[config.mk]
export PLATFORM = sky130hd
export DESIGN_NAME = freq_meter_mc
export DESIGN_NICKNAME = d
export VERILOG_FILES = /design/src/rtl/freq_meter_mc.sv
export SDC_FILE = /design/constraint.sdc
export NUM_CORES = 1
export LEC_CHECK = 0
export CORE_MARGIN = 3
export CORE_UTILIZATION = 60
export CTS_CLUSTER_DIAMETER = 60
export DETAILED_ROUTE_END_ITERATION = 10
export PLACE_DENSITY_LB_ADDON = 0.3
export SKIP_LAST_GASP = 1
export SLEW_MARGIN = 20
export SYNTH_ARGS = -nofsm -noshare
export SYNTH_HDL_FRONTEND = slang
export SYNTH_SLANG_ARGS = --single-unit
export TNS_END_PERCENT = 50
[constraint.sdc]
create_clock -name refclk_i -period 21 [get_ports refclk_i]
set_input_delay 4.2 -clock refclk_i [delete_from_list [all_inputs] [get_ports refclk_i]]
set_output_delay 4.2 -clock refclk_i [all_outputs]
set_load 0.05 [all_outputs]
[src/rtl/freq_meter_mc.sv]
// Multi-channel frequency meter: counts synchronised rising edges of NCH
// test inputs over a programmable refclk_i gate window, back-to-back.
// Ports: refclk_i clock, rst_i async active-high reset, en_i enable,
//   gate_len_i window length (0 acts as 1), tst_i async test inputs,
//   freq_cnt_o latched counts (ch c at [c*CNT_W +: CNT_W]), ovf_o per-channel
//   saturation, valid_o one-cycle update strobe, busy_o high while measuring.
module freq_meter_mc #(
   parameter int NCH         = 4,
   parameter int CNT_W       = 32,
   parameter int GATE_W      = 32,
   parameter int SYNC_STAGES = 2
) (
   input  logic                 refclk_i,
   input  logic                 rst_i,
   input  logic                 en_i,
   input  logic [GATE_W-1:0]    gate_len_i,
   input  logic [NCH-1:0]       tst_i,
   output logic [NCH*CNT_W-1:0] freq_cnt_o,
   output logic [NCH-1:0]       ovf_o,
   output logic                 valid_o,
   output logic                 busy_o
);

   typedef enum logic {IDLE, MEAS} state_t;

   state_t                               state_q;
   logic [SYNC_STAGES-1:0][NCH-1:0]      sync_q;
   logic [NCH-1:0]                       hist_q;
   logic [NCH-1:0]                       edge_w;
   logic [NCH-1:0][CNT_W-1:0]            cnt_q;
   logic [NCH-1:0][CNT_W-1:0]            cnt_nx;
   logic [NCH-1:0]                       ovf_int_q;
   logic [NCH-1:0]                       sat_hit;
   logic [GATE_W-1:0]                    gate_cnt_q;
   logic [GATE_W-1:0]                    n_q;
   logic [GATE_W-1:0]                    gate_len_eff;
   logic                                 win_end;

   // History keeps tracking in IDLE so entering MEAS never sees a stale edge.
   always_ff @(posedge refclk_i or posedge rst_i) begin
      if (rst_i) begin
         sync_q <= '0;
         hist_q <= '0;
      end else begin
         sync_q <= {sync_q[SYNC_STAGES-2:0], tst_i};
         hist_q <= sync_q[SYNC_STAGES-1];
      end
   end

   assign edge_w = sync_q[SYNC_STAGES-1] & ~hist_q;

   // Saturating next count including this cycle's edge.
   always_comb begin
      cnt_nx  = cnt_q;
      sat_hit = '0;
      for (int c = 0; c < NCH; c++) begin
         if (edge_w[c]) begin
            if (&cnt_q[c]) sat_hit[c] = 1'b1;
            else           cnt_nx[c]  = cnt_q[c] + CNT_W'(1);
         end
      end
   end

   assign gate_len_eff = (gate_len_i == '0) ? GATE_W'(1) : gate_len_i;
   assign win_end      = (gate_cnt_q == n_q - GATE_W'(1));

   always_ff @(posedge refclk_i or posedge rst_i) begin
      if (rst_i) begin
         state_q    <= IDLE;
         cnt_q      <= '0;
         ovf_int_q  <= '0;
         gate_cnt_q <= '0;
         n_q        <= '0;
         freq_cnt_o <= '0;
         ovf_o      <= '0;
         valid_o    <= 1'b0;
         busy_o     <= 1'b0;
      end else begin
         valid_o <= 1'b0;
         unique case (state_q)
            IDLE: begin
               cnt_q     <= '0;
               ovf_int_q <= '0;
               if (en_i) begin
                  n_q        <= gate_len_eff;
                  gate_cnt_q <= '0;
                  state_q    <= MEAS;
                  busy_o     <= 1'b1;
               end
            end
            MEAS: begin
               if (win_end) begin
                  // Latch includes the final cycle's edge; next window
                  // starts clean on the following cycle.
                  freq_cnt_o <= cnt_nx;
                  ovf_o      <= ovf_int_q | sat_hit;
                  valid_o    <= 1'b1;
                  cnt_q      <= '0;
                  ovf_int_q  <= '0;
                  gate_cnt_q <= '0;
                  n_q        <= gate_len_eff;
                  if (!en_i) begin
                     state_q <= IDLE;
                     busy_o  <= 1'b0;
                  end
               end else if (!en_i) begin
                  cnt_q      <= '0;
                  ovf_int_q  <= '0;
                  gate_cnt_q <= '0;
                  state_q    <= IDLE;
                  busy_o     <= 1'b0;
               end else begin
                  cnt_q      <= cnt_nx;
                  ovf_int_q  <= ovf_int_q | sat_hit;
                  gate_cnt_q <= gate_cnt_q + GATE_W'(1);
               end
            end
            default: state_q <= IDLE;
         endcase
      end
   end

endmodule

==> metrics.md <==
| Metric | Value |
|---|---|
| Count of flip-flops with a built-in enable after synthesis | `0` |
| Core occupancy in the finished layout | `73.9%` |
| Ratio of total power to cell area | `71.6 nW/um^2` |
| Clock net sink count | `343` |
| Most frequent cells in the layout | `sky130_fd_sc_hd__dfrtp_1 (343), sky130_fd_sc_hd__clkdlybuf4s50_1 (172), sky130_fd_sc_hd__nand2_1 (161)` |
| Max Transition Viols Final | `0` |
| Number of DRC violations after detailed routing | `0` |
| CP max stage cell | `sky130_fd_sc_hd__clkdlybuf4s50_1` |
| Pleak | `8.64 nW` |
| Die X-Extent | `172 um` |
| Data required time at the worst endpoint | `21.41 ns` |
| Iteration-0 DRC Markers | `939` |
| Top FF cell, synth | `sky130_fd_sc_hd__dfrtp_1` |
| H-tree level count | `2` |
| CP bufs+invs | `3` |
| Vias after detailed routing | `12.2k` |
| Layout overhead on the synthesized area | `19.1%` |
| GRT Util Overall | `25.4%` |
| Cell Area, Synth | `16500 um^2` |
| Cell area after layout | `19600 um^2` |
| First-pass GRT wire length | `61.1 mm` |
| Final instance count without filler cells | `2079` |
| Number of buffers inserted by hold repair at cts | `0` |
| Critical path capture point type | `register` |
| Count of final setup violators | `0` |
| Part of the Yosys area used for sequential elements | `52.2%` |
| Detailed placer's ending HPWL | `24.9 mm` |
| Minimum clock period | `6.20 ns` |
| Antenna violations before repair | `0` |
| Cell at the root of the clock tree | `sky130_fd_sc_hd__clkbuf_16` |
| Core region area | `26500 um^2` |
| Cell type group with the largest total delay on the critical path | `buffers and inverters` |
| Post-synthesis cell count | `1567` |
| Transition time of the tightest slew-check pin | `0.978 ns` |
| Result of the run | `finished clean` |
| Final Hold Violating Endpoints | `0` |
| Slew margin rel. | `34.8%` |
| Nature of the critical path startpoint | `input pin` |
| Number of vias per cell | `5.89` |
| Pin count of the biggest net entering global routing | `104` |
| Fin worst setup slack | `14.80 ns` |
| DRT Wirelength | `36.7 mm` |
| Avg Cell Area, Syn | `10.5 um^2` |
| Number of cells after detailed placement | `2016` |
| CTS tree | `done` |
| Cells along the critical path | `clkdlybuf4s50_1 > inv_1 > nor2_4 > nand2_4 > buf_4 > o21ai_0` |
| Instance area after placement | `18400 um^2` |
| Unrepaired setup endpoints after global routing | `false` |
| Detailed-router iteration count before antenna repair | `5` |
| Total power | `1.40 mW` |
| Warnings from Yosys | `0` |
| Site Rows | `59` |
| Die ar. | `29400 um^2` |
| Gr ovfl total | `0` |
| Number of CTS-inserted buffers | `35` |
| Number of setup buffers added after CTS | `0` |
| Antenna Violating Nets Remaining | `0` |
| Most common library cell in the layout ignoring fill and taps | `sky130_fd_sc_hd__dfrtp_1` |
| Port Buf Inserts | `172` |
| Source-to-sink clock delay at the later pin of the worst-skew pair | `0.51 ns` |
| Worst hold slack | `0.358 ns` |
| Initial Utilization | `62.1%` |
| Die H | `172 um` |
| Class of the most critical setup path | `input pin to register` |
| Biggest cell delay along the critical path | `0.53 ns` |
| Gp weighted congestion | `0.883` |
| Layout cells sized above 1 | `11.1%` |
| Share of the clock period used by the worst path after layout | `29.5%` |
| Clock transition at path regs | `0.06 ns` |
| Setup clock skew after layout | `0.0150 ns` |
| Number of cells upsized or downsized after cts | `0` |
| Synthesized net count | `1613` |
| Post-synth cell types | `67` |
| Max Fclk | `161 MHz` |
| CTS max path bufs | `3` |
| Wire length per cell | `17.7 um` |
| Largest fanout of any net on the critical path | `68` |
| Post-Place Worst Slack | `13.71 ns` |
| Share of flip-flops with an asynchronous set or reset | `100%` |
| Hold Path Class | `register to register` |
| Signal arrival time at the worst endpoint | `6.61 ns` |
| Setup TNS | `0 ns` |
| Post-layout nets | `1766` |
| Post-synthesis sequential element count | `343` |
| Total I/O pin count | `173` |
| Number of maximum-capacitance violations | `0` |
| Via count of the first global-routing pass | `12.1k` |
| Antenna diodes | `0` |
| Max VDD drop | `0.0000537 V` |
power by group:
group / internal (mW) / leakage, nW / switching [mW]
clock network: 0.375 / 0.580 / 0.251
logic: 0.0363 / 3.37 / 0.0499
registers: 0.672 / 4.69 / 0.0183
total: 1.08 / 8.64 / 0.319
state kept, by name (all words and copies together) (netlist names), 4 cells and up:
name,count
gate_cnt_q,32
hist_q,4
ovf_int_q,4
freq_cnt_o,128
ovf_o,4
n_q,32
sync_q,8
cnt_q,128
area by class of cell:
type,instances,area (um^2)
multi-input combinational,1124,7440
clock buffer,49,1020
tap,335,419
clock inverter,12,139
sequential,343,8580
fill,1822,6910
inverter,31,124
timing repair buffer,185,1870
cells by family after synthesis:
kind of cell / after synthesis / synth area share (%)
simple gates: 670 / 21.3
flops: 343 / 52.2
xor+xnor: 168 / 8.94
compound gates: 162 / 5.94
mux: 117 / 8.42
buf+inv: 100 / 2.75
fa+ha+maj: 7 / 0.532
path summary, 6_finish.rpt:
check / start / cells after the start / end / slack [ns]
worst min register to register: sync_q[1] / 0 / sync_q[5] / 0.36
worst max register to register: n_q[0] / 12 / gate_cnt_q[7] / 15.93
worst min-delay path: sync_q[1] / 0 / sync_q[5] / 0.36
max in group asynchronous: rst_i / 3 / n_q[4] / 15.33
min in group asynchronous: rst_i / 2 / freq_cnt_o[111] / 4.23
worst max-delay path: en_i / 6 / gate_cnt_q[7] / 14.80
synth_stat cells (all sizes together), types with 4 or more instances:
| master | instances | area (um^2) |
|---|---|---|
| a211oi | 5 | 42.5 |
| a21oi | 17 | 85.1 |
| a31oi | 10 | 62.6 |
| and2 | 10 | 62.6 |
| and3 | 69 | 432 |
| and4 | 18 | 158 |
| buf | 30 | 190 |
| clkbuf | 39 | 146 |
| dfrtp | 343 | 8580 |
| ha | 7 | 87.6 |
| inv | 31 | 116 |
| mux2 | 105 | 1260 |
| mux2i | 12 | 120 |
| nand2 | 162 | 608 |
| nand2b | 10 | 70.1 |
| nand3 | 59 | 295 |
| nand3b | 6 | 45.0 |
| nand4 | 45 | 294 |
| nand4b | 5 | 43.8 |
| nor2 | 139 | 522 |
| nor2b | 55 | 344 |
| nor3 | 35 | 175 |
| nor3b | 4 | 41.3 |
| nor4 | 25 | 193 |
| o211ai | 7 | 52.6 |
| o21ai | 86 | 434 |
| o22ai | 6 | 37.5 |
| o31ai | 7 | 52.6 |
| or3 | 9 | 61.3 |
| or4 | 10 | 75.1 |
| xnor2 | 86 | 753 |
| xor2 | 82 | 718 |
layer usage:
layer  track usage [%]  up-vias  share of wire [%]
met1              36.1     6040                 45
met5                 0        -                  0
met3              3.63       60                4.9
met2              41.6      346                 48
li1                  -     5791                  -
met4              6.72        0                2.2
Note: power is estimated with default switching activity, not from simulation.
